--- config.mk ---
export PLATFORM = sky130hd
export DESIGN_NAME = core_mem_arb_flat
export DESIGN_NICKNAME = d
export VERILOG_FILES = /design/src/rtl/core_mem_arb_if.sv /design/src/rtl/core_mem_arb.sv /design/src/flat_wrapper.sv
export SDC_FILE = /design/constraint.sdc
export NUM_CORES = 1
export LEC_CHECK = 0
export CORE_MARGIN = 10
export CORE_UTILIZATION = 46
export CTS_BUF_LIST = sky130_fd_sc_hd__clkbuf_8
export CTS_CLUSTER_DIAMETER = 60
export DETAILED_ROUTE_END_ITERATION = 16
export PLACE_DENSITY_LB_ADDON = 0.1
export SLEW_MARGIN = 20
export SYNTH_ARGS = -nofsm -noshare
export SYNTH_HDL_FRONTEND = slang
export SYNTH_SLANG_ARGS = --single-unit
--- constraint.sdc ---
create_clock -name CLK -period 2.8 [get_ports CLK]
set_input_delay 0.42 -clock CLK [delete_from_list [all_inputs] [get_ports CLK]]
set_output_delay 0.42 -clock CLK [all_outputs]
set_load 0.05 [all_outputs]
--- src/rtl/core_mem_arb_if.sv ---
// Requester and external-bus signal bundle for core_mem_arb.
// slave is the arbiter's view; master is the view of the core/bus environment.
interface core_mem_arb_if #(
  parameter int unsigned ADDR_W = 32,
  parameter int unsigned DATA_W = 32
);
  logic                  IMEM_REQ;
  logic [ADDR_W-1:0]     IMEM_ADDR;
  logic [DATA_W-1:0]     IMEM_RDATA;
  logic                  IMEM_BUSY;
  logic                  IMEM_DONE;

  logic                  DMEM_REQ;
  logic                  DMEM_WE;
  logic [DATA_W/8-1:0]   DMEM_WSTRB;
  logic [ADDR_W-1:0]     DMEM_ADDR;
  logic [DATA_W-1:0]     DMEM_WDATA;
  logic [DATA_W-1:0]     DMEM_RDATA;
  logic                  DMEM_BUSY;
  logic                  DMEM_DONE;

  logic                  BUS_VALID;
  logic                  BUS_WE;
  logic [DATA_W/8-1:0]   BUS_WSTRB;
  logic [ADDR_W-1:0]     BUS_ADDR;
  logic [DATA_W-1:0]     BUS_WDATA;
  logic                  BUS_READY;
  logic [DATA_W-1:0]     BUS_RDATA;

  logic                  ARB_ERR;

  modport slave (
    input  IMEM_REQ, IMEM_ADDR,
    input  DMEM_REQ, DMEM_WE, DMEM_WSTRB, DMEM_ADDR, DMEM_WDATA,
    input  BUS_READY, BUS_RDATA,
    output IMEM_RDATA, IMEM_BUSY, IMEM_DONE,
    output DMEM_RDATA, DMEM_BUSY, DMEM_DONE,
    output BUS_VALID, BUS_WE, BUS_WSTRB, BUS_ADDR, BUS_WDATA,
    output ARB_ERR
  );

  modport master (
    output IMEM_REQ, IMEM_ADDR,
    output DMEM_REQ, DMEM_WE, DMEM_WSTRB, DMEM_ADDR, DMEM_WDATA,
    output BUS_READY, BUS_RDATA,
    input  IMEM_RDATA, IMEM_BUSY, IMEM_DONE,
    input  DMEM_RDATA, DMEM_BUSY, DMEM_DONE,
    input  BUS_VALID, BUS_WE, BUS_WSTRB, BUS_ADDR, BUS_WDATA,
    input  ARB_ERR
  );
endinterface

--- src/rtl/core_mem_arb.sv ---
// Shares one external memory bus between instruction fetch and load/store,
// with alternating priority on contention and a transfer timeout.
module core_mem_arb #(
  parameter int unsigned ADDR_W  = 32,
  parameter int unsigned DATA_W  = 32,
  parameter int unsigned TIMEOUT = 255
) (
  input  logic          CLK,
  input  logic          NRST,
  core_mem_arb_if.slave mem
);

  localparam int unsigned STRB_W = DATA_W / 8;
  localparam int unsigned CNT_W  = (TIMEOUT > 1) ? $clog2(TIMEOUT + 1) : 1;
  localparam logic [CNT_W-1:0] CNT_LAST = CNT_W'((TIMEOUT > 0) ? (TIMEOUT - 1) : 0);

  typedef enum logic [1:0] {
    IDLE,
    I_XFER,
    D_XFER
  } state_t;

  typedef enum logic {
    OWN_I,
    OWN_D
  } side_t;

  state_t state, state_nxt;
  side_t  last_grant, last_grant_nxt;

  logic [CNT_W-1:0]  wait_cnt;
  logic              i_req, d_req;
  logic              grant_i, grant_d;
  logic              finish, expired;

  logic              imem_done, dmem_done, arb_err;
  logic [DATA_W-1:0] imem_rdata, dmem_rdata;
  logic              bus_we;
  logic [STRB_W-1:0] bus_wstrb;
  logic [ADDR_W-1:0] bus_addr;
  logic [DATA_W-1:0] bus_wdata;

  always_comb begin
    // A request still held in its own DONE cycle is the old one, not a new one.
    i_req          = mem.IMEM_REQ & ~imem_done;
    d_req          = mem.DMEM_REQ & ~dmem_done;
    state_nxt      = state;
    last_grant_nxt = last_grant;
    grant_i        = 1'b0;
    grant_d        = 1'b0;
    finish         = 1'b0;
    expired        = 1'b0;
    case (state)
      IDLE: begin
        if (d_req && (!i_req || last_grant == OWN_I)) begin
          grant_d        = 1'b1;
          state_nxt      = D_XFER;
          last_grant_nxt = OWN_D;
        end else if (i_req) begin
          grant_i        = 1'b1;
          state_nxt      = I_XFER;
          last_grant_nxt = OWN_I;
        end
      end
      I_XFER, D_XFER: begin
        finish  = mem.BUS_READY;
        expired = (TIMEOUT != 0) && !mem.BUS_READY && (wait_cnt == CNT_LAST);
        if (finish || expired) state_nxt = IDLE;
      end
      default: state_nxt = IDLE;
    endcase
  end

  always_ff @(posedge CLK or negedge NRST) begin
    if (!NRST) begin
      state      <= IDLE;
      last_grant <= OWN_I;
    end else begin
      state      <= state_nxt;
      last_grant <= last_grant_nxt;
    end
  end

  always_ff @(posedge CLK or negedge NRST) begin
    if (!NRST) begin
      wait_cnt   <= '0;
      imem_done  <= 1'b0;
      dmem_done  <= 1'b0;
      arb_err    <= 1'b0;
      imem_rdata <= '0;
      dmem_rdata <= '0;
      bus_we     <= 1'b0;
      bus_wstrb  <= '0;
      bus_addr   <= '0;
      bus_wdata  <= '0;
    end else begin
      imem_done <= 1'b0;
      dmem_done <= 1'b0;
      arb_err   <= 1'b0;

      if (grant_i) begin
        wait_cnt  <= '0;
        bus_addr  <= mem.IMEM_ADDR;
        bus_we    <= 1'b0;
        bus_wstrb <= '0;
        bus_wdata <= '0;
      end

      if (grant_d) begin
        wait_cnt  <= '0;
        bus_addr  <= mem.DMEM_ADDR;
        bus_we    <= mem.DMEM_WE;
        bus_wstrb <= mem.DMEM_WE ? mem.DMEM_WSTRB : '0;
        bus_wdata <= mem.DMEM_WE ? mem.DMEM_WDATA : '0;
      end

      if (finish || expired) begin
        wait_cnt <= '0;
        arb_err  <= expired;
        if (state == I_XFER) begin
          imem_done  <= 1'b1;
          imem_rdata <= expired ? '0 : mem.BUS_RDATA;
        end else begin
          dmem_done <= 1'b1;
          if (!bus_we) dmem_rdata <= expired ? '0 : mem.BUS_RDATA;
        end
      end else if (state != IDLE) begin
        wait_cnt <= wait_cnt + 1'b1;
      end
    end
  end

  assign mem.BUS_VALID  = (state != IDLE);
  assign mem.BUS_WE     = bus_we;
  assign mem.BUS_WSTRB  = bus_wstrb;
  assign mem.BUS_ADDR   = bus_addr;
  assign mem.BUS_WDATA  = bus_wdata;

  assign mem.IMEM_RDATA = imem_rdata;
  assign mem.IMEM_DONE  = imem_done;
  assign mem.DMEM_RDATA = dmem_rdata;
  assign mem.DMEM_DONE  = dmem_done;
  assign mem.ARB_ERR    = arb_err;

  // Gated by NRST so every output reads 0 while reset is held.
  assign mem.IMEM_BUSY  = mem.IMEM_REQ & ~imem_done & NRST;
  assign mem.DMEM_BUSY  = mem.DMEM_REQ & ~dmem_done & NRST;

endmodule

--- src/flat_wrapper.sv ---
// flat-port wrapper written by rule: the top's interface ports become plain ports
module core_mem_arb_flat 
#(
  parameter int unsigned ADDR_W  = 32,
  parameter int unsigned DATA_W  = 32,
  parameter int unsigned TIMEOUT = 255
)
  (CLK, NRST, mem_IMEM_REQ, mem_IMEM_ADDR, mem_DMEM_REQ, mem_DMEM_WE, mem_DMEM_WSTRB, mem_DMEM_ADDR, mem_DMEM_WDATA, mem_BUS_READY, mem_BUS_RDATA, mem_IMEM_RDATA, mem_IMEM_BUSY, mem_IMEM_DONE, mem_DMEM_RDATA, mem_DMEM_BUSY, mem_DMEM_DONE, mem_BUS_VALID, mem_BUS_WE, mem_BUS_WSTRB, mem_BUS_ADDR, mem_BUS_WDATA, mem_ARB_ERR);
  core_mem_arb_if #(.ADDR_W(ADDR_W), .DATA_W(DATA_W)) mem_i ();
  input  logic CLK;
  input  logic NRST;
  input wire logic [$bits(mem_i.IMEM_REQ)-1:0] mem_IMEM_REQ;
  input wire logic [$bits(mem_i.IMEM_ADDR)-1:0] mem_IMEM_ADDR;
  input wire logic [$bits(mem_i.DMEM_REQ)-1:0] mem_DMEM_REQ;
  input wire logic [$bits(mem_i.DMEM_WE)-1:0] mem_DMEM_WE;
  input wire logic [$bits(mem_i.DMEM_WSTRB)-1:0] mem_DMEM_WSTRB;
  input wire logic [$bits(mem_i.DMEM_ADDR)-1:0] mem_DMEM_ADDR;
  input wire logic [$bits(mem_i.DMEM_WDATA)-1:0] mem_DMEM_WDATA;
  input wire logic [$bits(mem_i.BUS_READY)-1:0] mem_BUS_READY;
  input wire logic [$bits(mem_i.BUS_RDATA)-1:0] mem_BUS_RDATA;
  output wire logic [$bits(mem_i.IMEM_RDATA)-1:0] mem_IMEM_RDATA;
  output wire logic [$bits(mem_i.IMEM_BUSY)-1:0] mem_IMEM_BUSY;
  output wire logic [$bits(mem_i.IMEM_DONE)-1:0] mem_IMEM_DONE;
  output wire logic [$bits(mem_i.DMEM_RDATA)-1:0] mem_DMEM_RDATA;
  output wire logic [$bits(mem_i.DMEM_BUSY)-1:0] mem_DMEM_BUSY;
  output wire logic [$bits(mem_i.DMEM_DONE)-1:0] mem_DMEM_DONE;
  output wire logic [$bits(mem_i.BUS_VALID)-1:0] mem_BUS_VALID;
  output wire logic [$bits(mem_i.BUS_WE)-1:0] mem_BUS_WE;
  output wire logic [$bits(mem_i.BUS_WSTRB)-1:0] mem_BUS_WSTRB;
  output wire logic [$bits(mem_i.BUS_ADDR)-1:0] mem_BUS_ADDR;
  output wire logic [$bits(mem_i.BUS_WDATA)-1:0] mem_BUS_WDATA;
  output wire logic [$bits(mem_i.ARB_ERR)-1:0] mem_ARB_ERR;
  assign mem_i.IMEM_REQ = mem_IMEM_REQ;
  assign mem_i.IMEM_ADDR = mem_IMEM_ADDR;
  assign mem_i.DMEM_REQ = mem_DMEM_REQ;
  assign mem_i.DMEM_WE = mem_DMEM_WE;
  assign mem_i.DMEM_WSTRB = mem_DMEM_WSTRB;
  assign mem_i.DMEM_ADDR = mem_DMEM_ADDR;
  assign mem_i.DMEM_WDATA = mem_DMEM_WDATA;
  assign mem_i.BUS_READY = mem_BUS_READY;
  assign mem_i.BUS_RDATA = mem_BUS_RDATA;
  assign mem_IMEM_RDATA = mem_i.IMEM_RDATA;
  assign mem_IMEM_BUSY = mem_i.IMEM_BUSY;
  assign mem_IMEM_DONE = mem_i.IMEM_DONE;
  assign mem_DMEM_RDATA = mem_i.DMEM_RDATA;
  assign mem_DMEM_BUSY = mem_i.DMEM_BUSY;
  assign mem_DMEM_DONE = mem_i.DMEM_DONE;
  assign mem_BUS_VALID = mem_i.BUS_VALID;
  assign mem_BUS_WE = mem_i.BUS_WE;
  assign mem_BUS_WSTRB = mem_i.BUS_WSTRB;
  assign mem_BUS_ADDR = mem_i.BUS_ADDR;
  assign mem_BUS_WDATA = mem_i.BUS_WDATA;
  assign mem_ARB_ERR = mem_i.ARB_ERR;
  core_mem_arb #(.ADDR_W(ADDR_W), .DATA_W(DATA_W), .TIMEOUT(TIMEOUT)) u_core (.CLK(CLK), .NRST(NRST), .mem(mem_i));
endmodule
==> results.md, run 1 <==
* Worst Path Buf+Inv at 3
* Gr busiest metal: met2
* CTS buffer count at 17
* Met1 usage in global routing at about a quarter
* Tcrit/Tclk final at between 80% and 90%
* CP most frequent cell: inv_1
* IO Count at around 280
* Synthesized area at ~6000 sq um
* Yosys cell types at 44
* Synthesis-stage register bit count at approximately 150
* GRT overflow at 0
* Cell family with most CP delay: buffers and inverters
* Slew HR at 50.52%
* Finished Layout Cells at approximately 900
* Skew-Pair Late Insertion Delay at roughly 0.45 ns
* Global-route wire length before repair at 29,610 um
* Layout Area Growth over Synthesis at 55.99%
* Number of H-tree levels at 4
* First-pass DRT Iterations at 4
* Initial Util at approximately 47%
* Leak pwr at roughly 4 nW
* Worst hold path type: input pin to async pin
* CP Capture Type: output pin
* Crit Path Max Fanout at 9
* Post-layout util at around three quarters
* Met3 global-route usage at a little under a tenth
* Initial antenna violation count at 0
* Die height at ~130 um
* Pins Over Slew Limit at 0
* Period minus WS final at ~2.3 ns
* Routed Antenna Nets at 0
* Max-cap violations at 0
* Syn. warnings at 0
* Detailed Place HPWL at between 10,000 and 15,000 um
* Status: finished, final reports clean
* TritonCTS clock tree: built
* Post-Place Worst Slack at roughly 0.39 ns
* Post-CTS setup buffer count at 0
* Share of layout cells above drive strength 1 at a little over 7%
* Final Worst Setup Slack at approximately 0.46 ns
* IR drop worst, VDD at between 0.7 and 0.8 mV
* Synth top area share at about three fifths
* Post-synth EDFFs at 0
* CP max stage delay at 0.48 ns
* GR Layer Usage met2 at roughly 34%
* Worst-path cell chain: inv_1 > ha_1 > inv_1 > dlymetal6s2s_1
* CP Data Required Time at about 2.4 ns
* Core ar. at roughly 13,000 sq um
* Top_reg_cell synth: dfrtp_1
* Port bufs at between 200 and 300
* Worst-path clk slew at about 0.080 ns
* CP arrival at approximately 1.9 ns
* Worst Clk Skew at around 0.017 ns
* Mapped Cells at 460
* Critical Path Slowest Stage Cell: dlymetal6s2s_1
* Post-route setup TNS at 0 ns
* Post-synthesis async set-or-reset flop share at between 90% and 100%
* Maximum clock rate at ~430 MHz
* Syn_nets at 603
* Pwr/cell area at 1352 nW/um^2
* DRC Markers at 0
* Vias in the first global route at around 5,300
* Vias per inst at 5.329
* Post-synth top area cell: dfrtp_1
* RSZ-0062 raised after global routing: false
* Clock Path Buffers at 2
* Synth top area cells: dfrtp_1 62%, a22o_1 15%, mux2i_1 5.4%
* Std cell rows at 41
* DIE AREA at between 15,000 and 20,000 sq um
* Clk sinks at between 100 and 150
* Iter 0 DRT Violations at approximately 310
* Pwr Total at about 13 mW
* Sequential share of the synthesized area at about three fifths
* Layout net count at between 800 and 900
* Setup violators final at 0
* CP Launch Type: flop
* Root Buffer: clkbuf_8
* Critical path class: flop to output pin
* Most common cell after layout, fill and taps aside: clkdlybuf4s50_1
* Filler Cells Inserted at just over 900
* Placer Congestion at 0.8528
* Global Route Usage Sum at roughly a fifth
* Worst Tran Pin Value at between 0.7 and 0.8 ns
* Placed insts at 880
* Pin count of the biggest net entering global routing at roughly 150
* Most frequent cells in the layout: 272 x clkdlybuf4s50_1, 147 x dfrtp_1, 100 x a22o_1
* Via count at approximately 4,900
* Syn Area/Cell at between 10 and 15 sq um
* WL/cell at roughly 21 um
* Hold Vio Cnt, Final at 0
* Die W at ~130 um
* Post-Route WL at ~19,000 um
* Antenna Cells at 0
==> cell families (layout without fill, tap and decap cells) <==
| group | after synthesis | after routing | synth area share (%) |
|---|---|---|---|
| buffers and inverters | 42 | 323 | 4.033 |
| and+or+nand+nor | 72 | 72 | 6.135 |
| muxes | 32 | 32 | 5.378 |
| adders and majority gates | 5 | 5 | 1.050 |
| DFF | 147 | 147 | 61.76 |
| AOI/OAI and AO/OA | 162 | 162 | 21.64 |
==> worst paths after layout <==
check / endpoint / depth (start not counted) / from / slack [ns]
setup / recovery: mem_BUS_VALID / 4 / u_core.state[0]$_DFFE_PN0P_ / 0.46
hold / removal: u_core.last_grant$_DFFE_PN0P_ / 2 / NRST / 0.35
setup reg to reg: u_core.mem.DMEM_RDATA[8]$_DFFE_PN0P_ / 6 / u_core.state[0]$_DFFE_PN0P_ / 0.66
hold reg to reg: u_core.mem.BUS_ADDR[3]$_DFFE_PN0P_ / 2 / u_core.mem.BUS_ADDR[3]$_DFFE_PN0P_ / 0.48
max in group asynchronous: u_core.mem.BUS_WDATA[9]$_DFFE_PN0P_ / 3 / NRST / 1.53
min in group CLK: u_core.mem.BUS_ADDR[3]$_DFFE_PN0P_ / 2 / u_core.mem.BUS_ADDR[3]$_DFFE_PN0P_ / 0.48
==> cell usage after synthesis, types with 2 or more instances <==
master / number
nand3_1: 4
nand4b_1: 2
a21oi_1: 5
clkbuf_1: 8
and4_1: 2
a211o_1: 3
and3_1: 2
a31oi_1: 4
buf_6: 4
nor3_1: 5
inv_1: 6
buf_4: 9
buf_2: 14
and2_1: 2
nor2_1: 2
mux2i_1: 32
nor4_1: 4
nor2b_1: 2
ha_1: 5
a21o_1: 3
nand2_1: 38
dfrtp_1: 147
o21ai_0: 34
nand2b_1: 3
a211oi_1: 2
a22o_1: 100
==> registers in the layout, summed over array words and instances, names as in the netlist <==
register,cells
u_core.mem.BUS_ADDR,32
u_core.mem.BUS_WDATA,32
u_core.mem.DMEM_RDATA,32
u_core.mem.IMEM_RDATA,32
u_core.wait_cnt,8
u_core.mem.BUS_WSTRB,4
u_core.state,2
u_core.last_grant,1
u_core.mem.ARB_ERR,1
u_core.mem.BUS_WE,1
u_core.mem.DMEM_DONE,1
u_core.mem.IMEM_DONE,1
==> layer usage <==
layer / wire length (um) / vias up
met1: 7415 / 2385
met4: 221 / 0
met3: 2036 / 17
met2: 9296 / 211
li1: - / 2252
met5: 0 / -
==> stage by stage <==
step	hold slack, ns	cell area [sq um]
2_1_floorplan	0.1244	5956
3_3_place_gp	0.2023	8810
3_5_place_dp	0.2025	8810
4_1_cts	0.3268	9288
5_1_grt	0.3404	9290
6_report	0.3548	9290
==> final cells by class <==
class / count / area, sq um / area share [%]
well taps: 172 / 215.2 / 2.316
inverters: 6 / 22.52 / 0.2424
flip-flops and latches: 147 / 3679 / 39.60
repair buffers: 285 / 2856 / 30.75
clock buffers: 19 / 261.5 / 2.815
multi-input cells: 271 / 2049 / 22.06
clock inverters: 13 / 206.4 / 2.222
==> power by group <==
group	switching, mW	total, mW	internal, mW
clock	0.796	1.90	1.11
sequential	0.525	3.53	3.01
combinational	4.67	7.13	2.46
total	5.99	12.6	6.58
==> what timing repair did <==
item / in CTS / in global routing
gates resized for setup: 0 / 1
hold buffers: 1 / 0
endpoints found under the setup margin: 0 / 1
endpoints found under the hold margin: 1 / 0
(Power assumes the default switching activity.)
==> inputs of run 2 (changes only) <==
--- a/config.mk
+++ b/config.mk
@@ -6,7 +6,7 @@
 export NUM_CORES = 1
 export LEC_CHECK = 0
 export CORE_MARGIN = 10
-export CORE_UTILIZATION = 46
+export CORE_UTILIZATION = 43
 export CTS_BUF_LIST = sky130_fd_sc_hd__clkbuf_8
 export CTS_CLUSTER_DIAMETER = 60
 export DETAILED_ROUTE_END_ITERATION = 16
==> constraint.sdc (replaced) <==
create_clock -name CLK -period 2.4 [get_ports CLK]
set_input_delay 0.36 -clock CLK [delete_from_list [all_inputs] [get_ports CLK]]
set_output_delay 0.36 -clock CLK [all_outputs]
set_load 0.05 [all_outputs]
==> run 2 against run 1 <==
Against the previous run:
- total power up 13%
- largest cell class unchanged
- via count down 0.95%
- cell count rose by 0.55%
- clock power fell by 6%
- clock skew is 0.0067 ns lower
- sequential share of layout area increased by 0.24 points
- highest routed layer unchanged
==> results.md, run 2 (synthesized netlist as in run 1, its figures left out) <==
* Max-cap violations at 0
* Setup violators final at 0
* Cell family with most CP delay: buffers and inverters
* IO Count at 277
* Placer Congestion at about 0.85
* Post-CTS Hold Buffers at 1
* Port bufs at approximately 280
* Routed Antenna Nets at 0
* Via count at between 4,000 and 5,000
* WL/cell at approximately 20 um
* Leak pwr at approximately 4.1 nW
* Number of cells on the critical path at 4
* Hold Vio Cnt, Final at 0
* Clock Path Buffers at 2
* Pins Over Slew Limit at 0
* Initial antenna violation count at 0
* Post-route setup TNS at 0 ns
* Pwr/cell area at 1538 nW/um^2
* Worst-path clk slew at around 0.080 ns
* Critical Path Slowest Stage Cell: dfrtp_1
* R2r worst-path depth at 6
* Vias in the first global route at 5,018
* CP Launch Type: flop
* Tcrit/Tclk final at 89.36%
* Std cell rows at between 40 and 50
* Global-route wire length before repair at roughly 28,000 um
* CP Data Required Time at slightly above 2 ns
* Crit Path Max Fanout at 9
* Filler Cells Inserted at ~1,000
* Post-Route WL at between 15,000 and 20,000 um
* Post-CTS setup buffer count at 0
* RSZ-0062 raised after global routing: false
* GRT overflow at 0
* Share of layout cells above drive strength 1 at under 10%
* CP Capture Type: output pin
* Iter 0 DRT Violations at about 220
* Worst-path cell chain: inv_1 > ha_1 > inv_1 > buf_4
* Worst hold slack at roughly 0.32 ns
* Multi-input logic area at just over 2000 sq um
* Number of H-tree levels at 4
* TritonCTS clock tree: built
* Worst Tran Pin Value at ~0.75 ns
* DIE AREA at roughly 19,000 sq um
* Vias per inst at around 5.2
* Most common cell after layout, fill and taps aside: clkdlybuf4s50_1
* Worst hold path type: input pin to async pin
* IR drop worst, VDD at about 0.86 mV
* Clk sinks at between 100 and 150
* Pin count of the biggest net entering global routing at 147
* Final Cell Area at 9235 sq um
* Reg area at 3679 sq um
* Slew HR at between 40% and 50%
* Initial Util at around 44%
* Layout Area Growth over Synthesis at 55.06%
* Period minus WS final at 2.145 ns
* CTS resizes at 0
* Core ar. at between 10,000 and 15,000 sq um
* Detailed Place HPWL at about 14,000 um
* CTS buffer count at 17
* Root Buffer: clkbuf_8
* DRC Markers at 0
* Post-layout util at around 70%
* Die W at roughly 140 um
* CP arrival at about 1.8 ns
* Die height at 137.7 um
* Worst Clk Skew at 0.01015 ns
* Status: finished, final reports clean
* CP most frequent cell: inv_1
* Skew-Pair Late Insertion Delay at between 0.4 and 0.5 ns
* Antenna Cells at 0
* Layout net count at slightly below 900
* Maximum clock rate at approximately 470 MHz
* Placement-stage cell area at 8857 sq um
* Worst Path Buf+Inv at 3
* Critical path class: flop to output pin
* Global Route Usage Sum at 19.09%
* CP max stage delay at around 0.4 ns
* Most frequent cells in the layout: 272 x clkdlybuf4s50_1, 147 x dfrtp_1, 100 x a22o_1
* Post-Place Worst Slack at 0.3672 ns
* First-pass DRT Iterations at 4
* Final Worst Setup Slack at between 0.2 and 0.3 ns
[run 2: cell count changes in the layout (fill, tap and decap cells not counted), moves of 2 or more]
cell       previous run  this run
buf_12                2         5
bufinv_16             5         0
clkinv_4              1         3
inv_6                 1         6
[run 2: worst reg2reg max path, cell delays in order, from the launching register on]
cell      delay [ns]
dfrtp_1         0.41
inv_1           0.11
ha_1            0.41
inv_1           0.18
a211oi_1        0.42
nor3_1          0.10
nor4_1          0.29
[run 2: routing by layer]
layer | up-vias | track usage [%] | part of all wire, % | wire, um
met5 | - | 0 | 0 | 0
met1 | 2330 | 23.42 | 41 | 7551
li1 | 2254 | - | - | -
met2 | 215 | 30.36 | 48 | 8879
met4 | 0 | 6.257 | 1.2 | 224
met3 | 20 | 7.283 | 10 | 1855
[run 2: final cells by class]
| class | instances | area share, % |
|---|---|---|
| sequential | 147 | 39.83 |
| timing repair buffer | 286 | 31.36 |
| multi-input combinational | 271 | 22.19 |
| clock buffer | 18 | 2.683 |
| tap | 176 | 2.384 |
| clock inverter | 14 | 1.301 |
| inverter | 6 | 0.2439 |
[run 2: worst paths after layout]
| kind | from | endpoint | slack [ns] |
|---|---|---|---|
| worst max-delay path | u_core.state[0]$_DFFE_PN0P_ | mem_BUS_VALID | 0.26 |
| worst min-delay path | NRST | u_core.last_grant$_DFFE_PN0P_ | 0.32 |
| worst max register to register | u_core.state[0]$_DFFE_PN0P_ | u_core.wait_cnt[7]$_DFFE_PN0P_ | 0.39 |
| worst min register to register | u_core.mem.BUS_ADDR[23]$_DFFE_PN0P_ | u_core.mem.BUS_ADDR[23]$_DFFE_PN0P_ | 0.48 |
| max in group asynchronous | NRST | u_core.mem.BUS_WDATA[14]$_DFFE_PN0P_ | 1.16 |
| min in group CLK | u_core.mem.BUS_ADDR[23]$_DFFE_PN0P_ | u_core.mem.BUS_ADDR[23]$_DFFE_PN0P_ | 0.48 |
[run 2: stage by stage]
stage / std cells / power [mW]
2_1_floorplan: 460 / 9.564
3_3_place_gp: 885 / 12.42
3_5_place_dp: 885 / 12.54
4_1_cts: 918 / 14.37
5_1_grt: 918 / 14.91
6_report: 918 / 14.20
[run 2: power breakdown]
part           internal, mW  switching, mW
clock                 0.772           1.01
sequential             3.51          0.601
combinational          2.90           5.42
total                  7.18           7.03
==> inputs of run 3 (changes only) <==
--- a/config.mk
+++ b/config.mk
@@ -7,7 +7,7 @@
 export LEC_CHECK = 0
 export CORE_MARGIN = 10
 export CORE_UTILIZATION = 43
-export CTS_BUF_LIST = sky130_fd_sc_hd__clkbuf_8
+export CTS_BUF_LIST = sky130_fd_sc_hd__clkbuf_4 sky130_fd_sc_hd__clkbuf_8
 export CTS_CLUSTER_DIAMETER = 60
 export DETAILED_ROUTE_END_ITERATION = 16
 export PLACE_DENSITY_LB_ADDON = 0.1
==> results of run 3 <==
No change in the layout: final DEF, timing and power equal those of run 2.
